--- config.mk ---
export PLATFORM = sky130hd
export DESIGN_NAME = decimal_entry
export DESIGN_NICKNAME = d
export VERILOG_FILES = /design/src/rtl/decimal_entry_pkg.sv /design/src/rtl/decimal_entry_scancode_to_bcd.sv /design/src/rtl/decimal_entry.sv
export SDC_FILE = /design/constraint.sdc
export NUM_CORES = 1
export LEC_CHECK = 0
export BUFFER_PORTS_ARGS = -buffer_cell sky130_fd_sc_hd__clkbuf_2
export CORE_AREA = 2 2 81 83
export CTS_CLUSTER_DIAMETER = 200
export DETAILED_ROUTE_END_ITERATION = 6
export DIE_AREA = 0 0 83 85
export PLACE_DENSITY = 0.62
export RECOVER_POWER = 100
export SETUP_SLACK_MARGIN = 0.02
export SLEW_MARGIN = 20
export SYNTH_ARGS = -nofsm -noshare
export SYNTH_HDL_FRONTEND = slang
export SYNTH_SLANG_ARGS = --single-unit
--- constraint.sdc ---
create_clock -name clk -period 4.9 [get_ports clk]
set_input_delay 0.245 -clock clk [delete_from_list [all_inputs] [get_ports clk]]
set_output_delay 0.245 -clock clk [all_outputs]
set_load 0.005 [all_outputs]
--- src/rtl/decimal_entry_pkg.sv ---
// Shared constants and types for the keyboard decimal-entry path.
package decimal_entry_pkg;

    // Digit buffer depth for an 8-bit result (up to three decimal digits)
    localparam int MAX_DIGITS = 3;

    // PS/2 set 2 make codes for the number row
    localparam logic [7:0] KC_0 = 8'h45;
    localparam logic [7:0] KC_1 = 8'h16;
    localparam logic [7:0] KC_2 = 8'h1E;
    localparam logic [7:0] KC_3 = 8'h26;
    localparam logic [7:0] KC_4 = 8'h25;
    localparam logic [7:0] KC_5 = 8'h2E;
    localparam logic [7:0] KC_6 = 8'h36;
    localparam logic [7:0] KC_7 = 8'h3D;
    localparam logic [7:0] KC_8 = 8'h3E;
    localparam logic [7:0] KC_9 = 8'h46;

    // Editing and framing codes
    localparam logic [7:0] KC_ENTER = 8'h5A;
    localparam logic [7:0] KC_MINUS = 8'h4E;
    localparam logic [7:0] KC_BKSP  = 8'h66;
    localparam logic [7:0] KC_ESC   = 8'h76;
    localparam logic [7:0] KC_BREAK = 8'hF0;
    localparam logic [7:0] KC_EXT   = 8'hE0;

    // Controller states: collect keys, convert digits, commit/reject
    typedef enum logic [1:0] {
        ST_IDLE  = 2'd0,
        ST_CONV  = 2'd1,
        ST_CHECK = 2'd2
    } state_e;

    // Command class of a decoded scancode byte
    typedef enum logic [2:0] {
        CMD_NONE  = 3'd0,
        CMD_DIGIT = 3'd1,
        CMD_BKSP  = 3'd2,
        CMD_MINUS = 3'd3,
        CMD_ESC   = 3'd4,
        CMD_ENTER = 3'd5,
        CMD_BREAK = 3'd6,
        CMD_EXT   = 3'd7
    } cmd_e;

endpackage

--- src/rtl/decimal_entry_scancode_to_bcd.sv ---
// Combinational classifier: scancode byte -> BCD digit and command class.
module scancode_to_bcd
    import decimal_entry_pkg::*;
(
    input  logic [7:0] code,
    output logic [3:0] digit,
    output logic       is_digit,
    output cmd_e       cmd
);

    // Decode the byte; anything unrecognised is CMD_NONE
    always_comb begin
        digit    = 4'd0;
        is_digit = 1'b0;
        cmd      = CMD_NONE;
        case (code)
            KC_0:     begin digit = 4'd0; is_digit = 1'b1; end
            KC_1:     begin digit = 4'd1; is_digit = 1'b1; end
            KC_2:     begin digit = 4'd2; is_digit = 1'b1; end
            KC_3:     begin digit = 4'd3; is_digit = 1'b1; end
            KC_4:     begin digit = 4'd4; is_digit = 1'b1; end
            KC_5:     begin digit = 4'd5; is_digit = 1'b1; end
            KC_6:     begin digit = 4'd6; is_digit = 1'b1; end
            KC_7:     begin digit = 4'd7; is_digit = 1'b1; end
            KC_8:     begin digit = 4'd8; is_digit = 1'b1; end
            KC_9:     begin digit = 4'd9; is_digit = 1'b1; end
            KC_ENTER: cmd = CMD_ENTER;
            KC_MINUS: cmd = CMD_MINUS;
            KC_BKSP:  cmd = CMD_BKSP;
            KC_ESC:   cmd = CMD_ESC;
            KC_BREAK: cmd = CMD_BREAK;
            KC_EXT:   cmd = CMD_EXT;
            default:  cmd = CMD_NONE;
        endcase
        if (is_digit) begin
            cmd = CMD_DIGIT;
        end
    end

endmodule

--- src/rtl/decimal_entry.sv ---
// Keyboard decimal entry: collects up to three typed digits plus a sign,
// converts them to an 8-bit binary value on Enter and range-checks it.
module decimal_entry
#(
    parameter int MAX_DIGITS  = 3,
    parameter int SIGNED_MODE = 1
)
(
    input  logic        clk,
    input  logic        rst,
    input  logic [7:0]  scan_code,
    input  logic        scan_valid,
    output logic [7:0]  value,
    output logic        value_valid,
    output logic        range_err,
    output logic        busy,
    output logic [11:0] bcd_echo,
    output logic        neg,
    output logic [1:0]  digit_cnt
);
    import decimal_entry_pkg::*;

    localparam logic [1:0] CNT_MAX   = 2'(MAX_DIGITS);
    localparam logic [1:0] STEP_LAST = 2'(MAX_DIGITS - 1);

    // Magnitude limit depends on sign and on the signed/unsigned build
    function automatic logic in_range(input logic [9:0] mag, input logic is_neg);
        if (is_neg) begin
            return mag <= 10'd128;
        end else if (SIGNED_MODE != 0) begin
            return mag <= 10'd127;
        end else begin
            return mag <= 10'd255;
        end
    endfunction

    // Two's-complement negation of the magnitude; -0 naturally yields 0
    function automatic logic [7:0] apply_sign(input logic [9:0] mag, input logic is_neg);
        if (is_neg) begin
            return 8'(10'd0 - mag);
        end else begin
            return 8'(mag);
        end
    endfunction

    state_e      state_q, state_d;
    logic [11:0] bcd_q, bcd_d;
    logic [1:0]  cnt_q, cnt_d;
    logic        neg_q, neg_d;
    logic        brk_q, brk_d;
    logic        ext_q, ext_d;
    logic [7:0]  value_q, value_d;
    logic        vv_q, vv_d;
    logic        re_q, re_d;
    logic [1:0]  step_q, step_d;
    logic [9:0]  acc_q, acc_d;

    logic [3:0]  key_digit;
    logic        key_is_digit;
    cmd_e        key_cmd;
    logic [3:0]  cur_digit;
    logic [9:0]  acc_mul;
    logic [9:0]  acc_nx;

    scancode_to_bcd u_dec (
        .code     (scan_code),
        .digit    (key_digit),
        .is_digit (key_is_digit),
        .cmd      (key_cmd)
    );

    // Control and output registers, cleared asynchronously
    always_ff @(posedge clk or posedge rst) begin
        if (rst) begin
            state_q <= ST_IDLE;
            bcd_q   <= '0;
            cnt_q   <= '0;
            neg_q   <= 1'b0;
            brk_q   <= 1'b0;
            ext_q   <= 1'b0;
            value_q <= '0;
            vv_q    <= 1'b0;
            re_q    <= 1'b0;
            step_q  <= '0;
        end else begin
            state_q <= state_d;
            bcd_q   <= bcd_d;
            cnt_q   <= cnt_d;
            neg_q   <= neg_d;
            brk_q   <= brk_d;
            ext_q   <= ext_d;
            value_q <= value_d;
            vv_q    <= vv_d;
            re_q    <= re_d;
            step_q  <= step_d;
        end
    end

    // Conversion accumulator; always cleared on Enter before use, so no reset
    always_ff @(posedge clk) begin
        acc_q <= acc_d;
    end

    // Next-state logic
    always_comb begin
        state_d = state_q;
        case (state_q)
            ST_IDLE: begin
                if (scan_valid && !brk_q && key_cmd == CMD_ENTER) begin
                    state_d = ST_CONV;
                end
            end
            ST_CONV: begin
                if (step_q == STEP_LAST) begin
                    state_d = ST_CHECK;
                end
            end
            ST_CHECK: state_d = ST_IDLE;
            default:  state_d = ST_IDLE;
        endcase
    end

    // Most significant held digit first; missing leading digits read as 0
    always_comb begin
        case (step_q)
            2'd0:    cur_digit = bcd_q[11:8];
            2'd1:    cur_digit = bcd_q[7:4];
            default: cur_digit = bcd_q[3:0];
        endcase
        acc_mul = (acc_q << 3) + (acc_q << 1);
        acc_nx  = acc_mul + {6'd0, cur_digit};
    end

    // Key editing, conversion steps and commit of the result
    always_comb begin
        bcd_d   = bcd_q;
        cnt_d   = cnt_q;
        neg_d   = neg_q;
        brk_d   = brk_q;
        ext_d   = ext_q;
        value_d = value_q;
        vv_d    = 1'b0;
        re_d    = 1'b0;
        step_d  = step_q;
        acc_d   = acc_q;
        case (state_q)
            ST_IDLE: begin
                if (scan_valid) begin
                    if (brk_q) begin
                        // Released key: discard this byte
                        brk_d = 1'b0;
                        ext_d = 1'b0;
                    end else begin
                        case (key_cmd)
                            CMD_BREAK: brk_d = 1'b1;
                            CMD_EXT:   ext_d = 1'b1;
                            CMD_DIGIT: begin
                                ext_d = 1'b0;
                                if (cnt_q < CNT_MAX) begin
                                    bcd_d = {bcd_q[7:0], key_digit};
                                    cnt_d = cnt_q + 2'd1;
                                end
                            end
                            CMD_BKSP: begin
                                ext_d = 1'b0;
                                if (cnt_q != 2'd0) begin
                                    bcd_d = {4'd0, bcd_q[11:4]};
                                    cnt_d = cnt_q - 2'd1;
                                end
                            end
                            CMD_MINUS: begin
                                ext_d = 1'b0;
                                if (SIGNED_MODE != 0) begin
                                    neg_d = !neg_q;
                                end
                            end
                            CMD_ESC: begin
                                ext_d = 1'b0;
                                bcd_d = '0;
                                cnt_d = '0;
                                neg_d = 1'b0;
                            end
                            CMD_ENTER: begin
                                brk_d  = 1'b0;
                                ext_d  = 1'b0;
                                acc_d  = '0;
                                step_d = '0;
                            end
                            default: ext_d = 1'b0;
                        endcase
                    end
                end
            end
            ST_CONV: begin
                acc_d  = acc_nx;
                step_d = step_q + 2'd1;
                if (step_q == STEP_LAST) begin
                    // Final digit folded in: commit or reject, then clear the entry
                    if (in_range(acc_nx, neg_q)) begin
                        value_d = apply_sign(acc_nx, neg_q);
                        vv_d    = 1'b1;
                    end else begin
                        re_d = 1'b1;
                    end
                    bcd_d = '0;
                    cnt_d = '0;
                    neg_d = 1'b0;
                end
            end
            default: begin
            end
        endcase
    end

    // Outputs: busy covers CONV and the CHECK cycle where the pulse is shown
    always_comb begin
        busy        = (state_q != ST_IDLE);
        value       = value_q;
        value_valid = vv_q;
        range_err   = re_q;
        bcd_echo    = bcd_q;
        neg         = neg_q;
        digit_cnt   = cnt_q;
    end

endmodule

**Word-level counts from Yosys, hierarchy flattened**

Cells that the tools add are included.

- Register bits after elaboration: 39
- Output and inout bits: 26

- $lt $le $gt $ge: 3
- Reduce and logical (&&, ||, !) cells: 16
- Mux-type cells: 47
- Equality and inequality tests: 34
- Add/sub/neg operators: 6

Operator list:

| cell | number |
|---|---|
| $mux 12 | 5 |
| $eq 8x6->1 const B | 6 |
| $eq 8x7->1 const B | 6 |
| $pmux 12 s3 | 1 |
| $pmux 4 s9 | 1 |
| $mux 9 | 3 |
| $pmux 12 s2 | 1 |
| $mux 2 | 10 |
| $pmux 3 s6 | 1 |
| $pmux 9 s2 | 1 |
| $eq 8x5->1 const B | 2 |
| $eq 8x8->1 const B | 2 |
| $mux 1 | 15 |
| $pmux 2 s2 | 3 |
| $add 10x10->10 | 1 |
| $add 10x4->10 | 1 |
| $le 10x7->1 const B | 1 |
| $le 10x8->1 const B | 1 |
| $ne 2x2->1 const B | 5 |
| $reduce_or 10->1 | 1 |
| $eq 3x3->1 const B | 3 |
| $mux 8 | 1 |
| $pmux 4 s2 | 1 |
| $sub 1x8->8 const A | 1 |
| 22 further kinds | 33 |

**Longest topological paths before layout**

Gate-level depths: netlist (run 1).

- Depth after elaboration: 10
- Mapped depth: 16

**By module**

A second synthesis (run 1) with hierarchy kept.

- Cell total of the unflattened synthesis: 303
- Area total of the unflattened synthesis: 2,901.5 um2

By module, submodules not included:

| module | cells an instance | instances | area an instance (um2) | seq. area each (um2) |
|---|---|---|---|---|
| decimal_entry | 252 | 1 | 2,541.2 | 1,021.0 |
| scancode_to_bcd | 51 | 1 | 360.3 | 0.0 |

**Worst setup path before layout (run 1)**

No wires, ideal clock.

- Path type: reg-to-reg
- Start point: reg step_q[0]
- End point: reg value_q[0], in the netlist value[0]
- Path slack: 1.240 ns
- Arrival time: 3.536 ns
- Cell stages (with the launch flop): 16
- Required time: 4.775 ns
- Clock period less this slack: 3.660 ns
- Cell sequence: dfrtp_1 > inv_1 > ha_1 > nor2_1 > a21oi_1 > fa_1 > inv_1 > fa_1 > a211o_1 > o21ai_1 > xor2_1 > nand2_1 > o21ai_0 > and4b_1 > buf_4 > mux2_2

- Cells in the longest elaborated chain, start to end: 8
- Elaborated cells on any way between the ends: 13

RTL lines:

| item | RTL line | source |
|---|---|---|
| start: declaration | decimal_entry.sv:55 | `logic [1:0] step_q, step_d;` |
| start signal: assignment | decimal_entry.sv:95 | `step_q <= step_d;` |
| $eq 2x1->1 or $logic_not 2->1 (tied branches) | decimal_entry.sv:125 | `case (step_q)` |
| $pmux 4 s2 | decimal_entry.sv:125 |  |
| $add 10x4->10 | decimal_entry.sv:131 | `acc_nx = acc_mul + {6'd0, cur_digit};` |
| $le 10x7->1 or $le 10x8->1 (tied branches) | decimal_entry.sv:31, decimal_entry.sv:29 |  |
| $mux 1 | decimal_entry.sv:28 | `if (is_neg) begin` |
| $mux 1 | decimal_entry.sv:197 | `if (step_q == STEP_LAST) begin` |
| $mux 1 | decimal_entry.sv:146 | `case (state_q)` |
| $reduce_and 3->1 (no source line) | n/a |  |
| end signal: assignment | decimal_entry.sv:92 | `value_q <= value_d;` |
| end: declaration | decimal_entry.sv:52 | `logic [7:0] value_q, value_d;` |

Parallel ways exist; a longest one is shown, timed or not. The select of a mux whose other input is x is not followed.
A chain may end at the register's enable or synchronous reset.

**Worst setup path in the final report (run 1)**

- Start point: reg step_q[0]
- End point: reg value_q[3], in the netlist value[3]

Same word-level chain as after synthesis.

==> reports/metrics.cfg, run 1 <==
[status]
run_status=finished with violations
violations=capacitance limit, slew limit

[floorplanning]
die_h_um=85
die_w_um=83
start_util=0.435
io_pins=37
row_count=29
die_area_um2=7060
core_um2=6200

[timing]
whs_ns=0.216
setup_viol=0
rsz0062_at_grt=false
min_period_ns=4.03
tns_ns=0
skew_ns=0.00734
finalHoldViolations=0
slew_violations=45
relSlewSlack=-0.0890
worst_slew_pin_slew_ns=1.63
timing.final.crit_share=0.822
max_freq_mhz=248

[detailed_routing]
antenna_left=0
wire_per_inst_um=14.4
via_per_inst=5.49
wl_um=5540
drc=0
vias=2109
dr.pass1.iters=4
drt_iter0_markers=84

[clock_tree]
cts.sinks=39
clock_path_buffers=2
root_buffer=clkbuf_8
clk_latency_ns=0.30
cts-hold-fix-buffers=0
post_cts_buffers=0
htree_levels=2
cts_tree=done
path_clk_slew_ns=0.07
cts_buffers=5
cts_resized=0

[finish]
fin_area_um2=2950
multi_input_area_um2=1510
finalNonFillerCells=384
antenna_cells=0
final_nets=337
seq_area_um2=1020
fillerInstances=587
syn_to_final_growth_pct=9.33
layout-drive-gt1-share=0.195

[yosys]
synth_nets=302
synth.largest_area_cell=dfrtp_1
yosys_warnings=0
async_flop_share=0.769
avgSynthCellArea_um2=9.95
yosysSeqAreaShare=0.379
ys_ff_latch=39
synth_ff_type=dfrtp_1
synth.area.top_cells=dfrtp_1 28%, edfxtp_1 10%, ha_1 8.4%
ys_types=54
yosysTopAreaCellShare=0.278
syn-cell-area_um2=2700
synth_enable_flop_cells=9
syn_inst=271

[pwr]
power.leakage_nw=1.36
total_power_mw=1.09
peakVddDrop_mv=0.227
powerDensity_nw_per_um2=370

[grt]
busiest_layer=met2
antenna_found_initial=0
grt_max_degree=31
gr-usage-met2=0.288
grtUsageMet3=0.0321
gr-usage-all-layers=0.172
grt-ovfl-total=0
use_met1=0.221
grt_pass1_wl_um=9780
grt_pass1_vias=2082

[setup_path]
start_kind=register
critical_path_class=register to register
crit_arrival_ns=4.22
crit_path_end_kind=register
worstPathMaxFanout=9
ff2ff_path_depth=14
cp.required_ns=5.09

[placed_design]
hpwl_um=4140
gp_congestion=0.834
placed_cell_area_um2=2910
place_inst=376
numPortBuffers=36

[hold_path]
hp-class=input port to register
hold_path_depth=4

[flow_run]
maxCapViolCount=2

-- metal layers --
layer  routed length (um)  part of all wire
met5                    0                 0
met4                   99             0.018
met3                  204             0.037
met2                 2630              0.48
met1                 2600              0.47
-- registers in the layout, indices dropped and copies added (netlist names) --
name and flops:
bcd_echo 12, acc_q 9, value 8, digit_cnt 2
state_q 2, step_q 2, brk_q 1, neg 1
range_err 1, value_valid 1
-- worst max-delay path, cell delays in order, from the launching register on --
cell	delay, ns
dfrtp_1	0.38
inv_1	0.07
ha_1	0.26
nor2_1	0.23
a21oi_1	0.13
fa_1	0.48
inv_1	0.07
fa_1	0.46
a211o_1	0.33
o21ai_0	0.10
xor2_1	0.27
nand2_1	0.12
o21ai_0	0.22
and4b_1	0.45
mux2_2	0.38
-- path summary, 6_finish.rpt --
kind                                       startpoint                 endpoint  slack, ns
worst max-delay path            step_q[0]$_DFFE_PP0P_     value[3]$_DFFE_PP0P_       0.87
worst min-delay path                       scan_valid        brk_q$_DFFE_PP0P_       0.22
worst max register to register  step_q[0]$_DFFE_PP0P_     value[3]$_DFFE_PP0P_       0.87
worst min register to register      brk_q$_DFFE_PP0P_        brk_q$_DFFE_PP0P_       0.48
max in group asynchronous                         rst    step_q[0]$_DFFE_PP0P_       3.46
min in group asynchronous                         rst  bcd_echo[9]$_DFFE_PP0P_       0.49
-- cell usage in the layout, fill, tap and decap left out, drive strengths merged, types with 2 or more instances in the layout --
master,count
clkbuf,44
nand2,34
dfrtp,30
ha,18
mux2,18
inv,17
nor2,14
a21oi,13
o21ai,11
xnor2,11
edfxtp,9
nand3,8
nor3,7
mux2i,6
and2,6
xor2,5
nor2b,4
a22o,4
o211ai,3
o21a,3
a22oi,3
nand4,3
o31ai,3
or2b,3
nand2b,2
nor4,2
a211oi,2
nor3b,2
and3,2
o22ai,2
fa,2
-- synthesized netlist by cell type, types with 2 or more instances --
cell and n:
buf_6 5, clkbuf_1 3, nand2b_1 2, nand3_1 8
and2_1 6, mux2_4 5, ha_1 18, nand4_1 3
a22oi_1 3, mux2_2 13, a22o_1 4, nand2_1 34
nor3_1 7, o21ai_0 10, o211ai_1 3, nor2b_1 4
nor2_1 14, o21a_1 3, nor3b_1 2, edfxtp_1 9
xnor2_1 10, a21oi_1 12, mux2i_1 6, dfrtp_1 30
a211oi_1 2, or2b_2 2, inv_1 17, fa_1 2
nor4_1 2, o22ai_1 2, xor2_1 5, o31ai_1 3
-- layout make-up --
type | instances | area share
Sequential cell | 39 | 0.346
Timing Repair Buffer | 37 | 0.0590
Tap cell | 77 | 0.0327
Multi-Input combinational cell | 206 | 0.513
Clock inverter | 1 | 0.00170
Clock buffer | 7 | 0.0259
Inverter | 17 | 0.0216
-- where the power goes --
group / internal (mW) / switching [mW] / leakage [nW]
combinational: 0.192 / 0.241 / 0.832
clock: 0.0999 / 0.111 / 0.0422
sequential: 0.385 / 0.0613 / 0.488
total: 0.677 / 0.414 / 1.36
-- cell families after synthesis --
family	synth area share
xor gates and xnor gates	0.0548
DFF	0.379
adders and majority gates	0.0984
buffers and inverters	0.0515
and+or+nand+nor	0.174
AOI/OAI and AO/OA	0.138
muxes	0.104
-- through the flow --
stage	worst slack, ns	util
3_5_place_dp	0.858	0.468
2_1_floorplan	1.24	-
6_report	0.872	0.475
4_1_cts	0.859	0.481
5_1_grt	0.541	0.475
3_3_place_gp	0.963	0.468
Note: power is estimated with default switching activity, not from simulation.
==> run 2: changes to the inputs <==
Clock period 4.9 ns to 3.83 ns, I/O delays scaled along.
==> run 2 against run 1 <==
Net effect: highest routed layer unchanged; via count fell by 0.57%; clock power rose by 27%; the flow still finishes with violations (capacitance limit, slew limit); worst hold slack got worse by 0.047 ns; combinational power rose by 43%.
==> reports/metrics.cfg, run 2 (synthesis results as in run 1) <==
[status]
run_status=finished with violations  ; unchanged
violations=capacitance limit, slew limit  ; unchanged

[clock_tree]
htree_levels=2  ; unchanged
clock_path_buffers=2  ; unchanged
clk_latency_ns=0.29  ; was 0.30 ns
cts_buffers=5  ; unchanged
cts.sinks=39  ; unchanged
cts_tree=done  ; unchanged
root_buffer=clkbuf_8  ; unchanged
path_clk_slew_ns=0.07  ; about the same

[finish]
largest_reg_flops=12  ; unchanged
antenna_cells=0  ; unchanged
final_cell_mix=34 x nand2_1, 30 x dfrtp_1, 29 x clkbuf_2  ; was 34 x nand2_1, 30 x dfrtp_1, 28 x clkbuf_2
final_nets=343  ; was 337
syn_to_final_growth_pct=12.9  ; was 9.33%
final_common_cell=nand2_1  ; unchanged
layout-drive-gt1-share=0.233  ; was 0.195

[timing]
rsz0062_at_grt=false  ; unchanged
slew_violations=46  ; was 45
finalHoldViolations=0  ; unchanged
min_period_ns=3.59  ; was 4.03 ns
fin_ws_ns=0.240  ; was 0.872 ns
setup_viol=0  ; unchanged
worst_slew_pin_slew_ns=1.63  ; about the same
skew_ns=0.00638  ; was 0.00734 ns
max_freq_mhz=279  ; was 248 MHz
relSlewSlack=-0.0881  ; was -0.0890
timing.final.crit_share=0.937  ; was 0.822

[floorplanning]
row_count=29  ; unchanged
die_area_um2=7060  ; unchanged
die_h_um=85  ; unchanged
core_um2=6200  ; unchanged
start_util=0.435  ; unchanged
die_w_um=83  ; unchanged
io_pins=37  ; unchanged

[setup_path]
max_stage_delay_ns=0.48  ; about the same
critical_path_class=register to register  ; unchanged
start_kind=register  ; unchanged
cp.required_ns=4.01  ; was 5.09 ns
worstPathMaxFanout=9  ; unchanged
reg2reg_to=value[3]$_DFFE_PP0P_  ; unchanged
ff2ff_path_depth=15  ; was 14
crit_path_top_delay_cell=fa_1  ; unchanged
r2r_start=step_q[0]$_DFFE_PP0P_  ; unchanged
crit_path_end_kind=register  ; unchanged
setup.worst_path.start=step_q[0]$_DFFE_PP0P_  ; unchanged
crit_chain=inv_2 > ha_4 > a22o_1 > a21oi_1 > fa_1 > inv_1 > fa_2 > a211o_1 > o21ai_0 > xor2_1 > nand2_1 > o21ai_2 > and4b_1 > buf_6 > mux2_2  ; was inv_1 > ha_1 > nor2_1 > a21oi_1 > fa_1 > inv_1 > fa_1 > a211o_1 > o21ai_0 > xor2_1 > nand2_1 > o21ai_0 > and4b_1 > mux2_2
rrSetupSlack_ns=0.24  ; was 0.87 ns
crit_arrival_ns=3.77  ; was 4.22 ns

[pwr]
p_comb_frac=0.424  ; was 0.397
power_switching_uw=554  ; was 414 uW
power_frac_clock=0.183  ; was 0.193
total_power_mw=1.46  ; was 1.09 mW
p_int_uw=908  ; was 677 uW
peakVddDrop_mv=0.279  ; was 0.227 mV
power.leakage_nw=1.39  ; was 1.36 nW
pwr-share-seq=0.393  ; was 0.409
switching_share=0.379  ; about the same
powerDensity_nw_per_um2=480  ; was 370 nW/um2

[hold_path]
min_from=scan_valid  ; unchanged
hold_path_depth=4  ; unchanged
hp-class=input port to register  ; unchanged
holdPathEnd=brk_q$_DFFE_PP0P_  ; unchanged

[detailed_routing]
dr_wl_met2_um=2700  ; was 2630 um
via_per_inst=5.38  ; was 5.49
wl_met1_um=2640  ; was 2600 um
drc=0  ; unchanged
antenna_left=0  ; unchanged
wl_um=5590  ; was 5540 um
drt_iter0_markers=57  ; was 84
wl_met3_um=179  ; was 204 um
vias=2097  ; was 2109
highest_layer=met4  ; unchanged
wire_per_inst_um=14.3  ; was 14.4 um
dr.pass1.iters=4  ; unchanged

[grt]
grt-ovfl-total=0  ; unchanged
grt_pass1_vias=2043  ; was 2082
gr-usage-all-layers=0.170  ; was 0.172
antenna_found_initial=0  ; unchanged
grt_pass1_wl_um=9670  ; was 9780 um
grt_max_degree=31  ; unchanged

[placed_design]
numPortBuffers=36  ; unchanged
hpwl_um=4280  ; was 4140 um
place_ws_ns=-0.0431  ; was 0.858 ns
gp_congestion=0.809  ; was 0.834

[flow_run]
maxCapViolCount=2  ; unchanged

==> run 2: changes by cell type in the layout (fill, tap and decap cells not counted), moves of 2 or more <==
| cell | before | now |
|---|---|---|
| inv_1 | 17 | 15 |
| ha_1 | 18 | 16 |
| buf_4 | 0 | 2 |
| inv_2 | 0 | 2 |
| ha_4 | 0 | 2 |
==> run 2: final cells by class <==
class / count / area, um2
repair buffers: 43 / 219
flip-flops and latches: 39 / 1020
fillers: 607 / 3160
inverters: 17 / 63.8
clock buffers: 7 / 76.3
well taps: 77 / 96.3
clock inverters: 1 / 5.00
multi-input cells: 206 / 1560
==> run 2: per-stage QoR <==
stage	hold WS, ns	utilization	setup TNS (ns)	area [um2]	std cells
floorplan	0.282	-	0	2700	271
global placement	0.272	0.474	0	2940	381
detailed placement	0.274	0.474	-0.267	2940	381
CTS	0.162	0.489	0	3040	390
global route	0.182	0.491	0	3050	390
finish	0.169	0.491	0	3050	390
==> run 2: worst max-delay path by stage <==
stage | depth (start not counted) | endpoint | slack (ns)
global placement | 15 | value[1]$_DFFE_PP0P_ | 0.09
global route | 15 | value[3]$_DFFE_PP0P_ | 0.02
CTS | 15 | value[0]$_DFFE_PP0P_ | 0.06
floorplan | 15 | value[0]$_DFFE_PP0P_ | 0.17
finish | 15 | value[3]$_DFFE_PP0P_ | 0.24
detailed placement | 15 | value[0]$_DFFE_PP0P_ | -0.04
==> run 2: timing repair <==
action / in CTS / in global routing
hold buffers: 1 / 0
pin swaps: 0 / 2
hold endpoints to repair: 30 / 0
gates resized for setup: 2 / 10
setup endpoints to repair: 8 / 8
buffers inserted: 0 / 0
==> run 2: critical path: cells and delay by family (launching register included) <==
kind	cells	cell delay, ns
fa+ha+maj	3	1.05
compound gates	5	0.77
flops	1	0.44
simple gates	2	0.34
mux	1	0.33
buf+inv	3	0.32
xor+xnor	1	0.22
==> run 2: per-layer routing <==
| layer | global-route usage | vias to the layer above |
|---|---|---|
| li1 | - | 1054 |
| met1 | 0.215 | 1000 |
| met2 | 0.295 | 35 |
| met3 | 0.0331 | 8 |
| met4 | 0.0492 | 0 |
| met5 | 0 | - |
==> run 2: power by group through the flow <==
| stage | combinational, mW | sequential (mW) | clock, mW |
|---|---|---|---|
| 2_1_floorplan | 0.445 | 0.553 | 0 |
| 3_3_place_gp | 0.590 | 0.580 | 0 |
| 3_5_place_dp | 0.600 | 0.581 | 0 |
| 4_1_cts | 0.610 | 0.572 | 0.277 |
| 5_1_grt | 0.700 | 0.587 | 0.293 |
| 6_report | 0.619 | 0.575 | 0.267 |
==> run 3: changes to the inputs <==
Settings changed: CELL_PAD_IN_SITES_DETAIL_PLACEMENT set to 1, CELL_PAD_IN_SITES_GLOBAL_PLACEMENT set to 2, CORE_AREA 2 2 81 83 to 2 2 89 91, DIE_AREA 0 0 83 85 to 0 0 91 93, PLACE_DENSITY 0.62 to 0.78.
==> run 3 against run 2 <==
Net effect: clock skew shrank 0.0028 ns; critical path type unchanged; via count increased by 4.1%; the run still ends with capacitance limit, slew limit left; total power is 10% higher; largest power group unchanged; clock power increased by 38%; first-iteration DRC count increased by 21%.
==> reports/metrics.cfg, run 3 (synthesis results as in run 1) <==
[pwr]
power.leakage_nw=1.43  ; was 1.39 nW
powerDensity_nw_per_um2=512  ; was 480 nW/um2
peakVddDrop_mv=0.193  ; was 0.279 mV

[finish]
largest_reg_flops=12  ; unchanged
layout-drive-gt1-share=0.238  ; was 0.233
finalNonFillerCells=421  ; was 390
fin_area_um2=3140  ; was 3050 um2
finish.utilization=0.418  ; was 0.491
final_nets=349  ; was 343
final_cell_mix=34 x nand2_1, 29 x dfrtp_1, 25 x clkbuf_2  ; was 34 x nand2_1, 30 x dfrtp_1, 29 x clkbuf_2
antenna_cells=0  ; unchanged
final_common_cell=nand2_1  ; unchanged
syn_to_final_growth_pct=16.6  ; was 12.9%

[clock_tree]
cts.sinks=39  ; unchanged
htree_levels=2  ; unchanged
clk_latency_ns=0.30  ; was 0.29 ns
root_buffer=clkbuf_8  ; unchanged
clock_path_buffers=2  ; unchanged
cts_buffers=5  ; unchanged
path_clk_slew_ns=0.08  ; was 0.07 ns
cts_tree=done  ; unchanged

[setup_path]
cp.required_ns=4.01  ; about the same
worstPathMaxFanout=9  ; unchanged
crit_path_end_kind=register  ; unchanged
ff2ff_path_depth=15  ; unchanged
critical_path_class=register to register  ; unchanged
start_kind=register  ; unchanged
crit_arrival_ns=3.84  ; was 3.77 ns

[timing]
min_period_ns=3.65  ; was 3.59 ns
max_freq_mhz=274  ; was 279 MHz
timing.final.crit_share=0.954  ; was 0.937
whs_ns=0.164  ; was 0.169 ns
finalHoldViolations=0  ; unchanged
tns_ns=0  ; unchanged
setup_viol=0  ; unchanged
relSlewSlack=-0.144  ; was -0.0881
skew_ns=0.00356  ; was 0.00638 ns
slew_violations=46  ; unchanged
worst_slew_pin_slew_ns=1.72  ; was 1.63 ns

[detailed_routing]
drc=0  ; unchanged
dr.pass1.iters=4  ; unchanged
wl_um=6820  ; was 5590 um
wire_per_inst_um=16.2  ; was 14.3 um
vias=2183  ; was 2097
drt_iter0_markers=69  ; was 57
antenna_left=0  ; unchanged
via_per_inst=5.19  ; was 5.38

[grt]
grt_pass1_wl_um=11600  ; was 9670 um
grt_max_degree=31  ; unchanged
gr-usage-all-layers=0.172  ; was 0.170
antenna_found_initial=0  ; unchanged
grt-ovfl-total=0  ; unchanged
grt_pass1_vias=2266  ; was 2043

[placed_design]
place_inst=412  ; was 381
gp_congestion=0.808  ; was 0.809
placed_cell_area_um2=3020  ; was 2940 um2
numPortBuffers=36  ; unchanged
hpwl_um=5100  ; was 4280 um

[floorplanning]
die_area_um2=8460  ; was 7060 um2
io_pins=37  ; unchanged
die_w_um=91  ; was 83 um
core_um2=7530  ; was 6200 um2
die_h_um=93  ; was 85 um
start_util=0.358  ; was 0.435
row_count=32  ; was 29

[status]
run_status=finished with violations  ; unchanged
violations=capacitance limit, slew limit  ; unchanged

[hold_path]
hp-class=input port to register  ; unchanged
hold_path_depth=4  ; unchanged

[flow_run]
maxCapViolCount=2  ; unchanged

-- run 3: power by group --
part           internal (mW)  switching, mW  leakage, nW
sequential             0.494         0.0886        0.487
combinational          0.304          0.356        0.877
clock                  0.211          0.158       0.0612
-- run 3: timing repair --
item / in CTS / in global routing
pin swaps: 0 / 1
setup endpoints to repair: 8 / 8
hold endpoints to repair: 30 / 0
setup buffers: 0 / 0
hold buffers: 1 / 0
resized for setup: 2 / 10
-- run 3: per-stage QoR --
step	power (mW)	setup WS [ns]
global route	1.74	-0.00772
floorplan	0.998	0.170
CTS	1.62	0.0237
global placement	1.22	0.115
detailed placement	1.24	-0.0609
finish	1.61	0.177
-- run 3: per-layer routing --
metal	wire [um]	part of all wire	GRT usage	vias up
met5	0	0	0	-
met4	133	0.020	0.0593	0
met3	153	0.022	0.0266	12
met2	3420	0.50	0.294	31
met1	3110	0.46	0.222	1081
li1	-	-	-	1059
-- run 3: final timing paths --
check / startpoint / end / slack [ns]
worst max-delay path: step_q[0]$_DFFE_PP0P_ / value[3]$_DFFE_PP0P_ / 0.18
max in group asynchronous: rst / step_q[0]$_DFFE_PP0P_ / 1.69
worst min-delay path: scan_valid / brk_q$_DFFE_PP0P_ / 0.16
min in group asynchronous: rst / bcd_echo[5]$_DFFE_PP0P_ / 1.03
worst max register to register: step_q[0]$_DFFE_PP0P_ / value[3]$_DFFE_PP0P_ / 0.18
worst min register to register: brk_q$_DFFE_PP0P_ / brk_q$_DFFE_PP0P_ / 0.48
-- run 3: critical path, cell delays in order, from the launching register on --
cell and delay [ns]:
dfrtp_2 0.45, inv_2 0.09, ha_4 0.16, a22o_1 0.14, a21oi_1 0.05, fa_1 0.49
inv_1 0.08, fa_2 0.42, a211o_1 0.33, o21ai_1 0.10, xor2_1 0.20, nand2_1 0.13
o21ai_2 0.17, and4b_1 0.22, buf_6 0.14, mux2_2 0.34
-- run 3: area by class of cell --
class,count,area [um2]
Clock buffer,6,82.6
Timing Repair Buffer,49,255
Fill cell,915,4380
Clock inverter,2,35.0
Sequential cell,39,1020
Inverter,17,63.8
Tap cell,102,128
Multi-Input combinational cell,206,1560
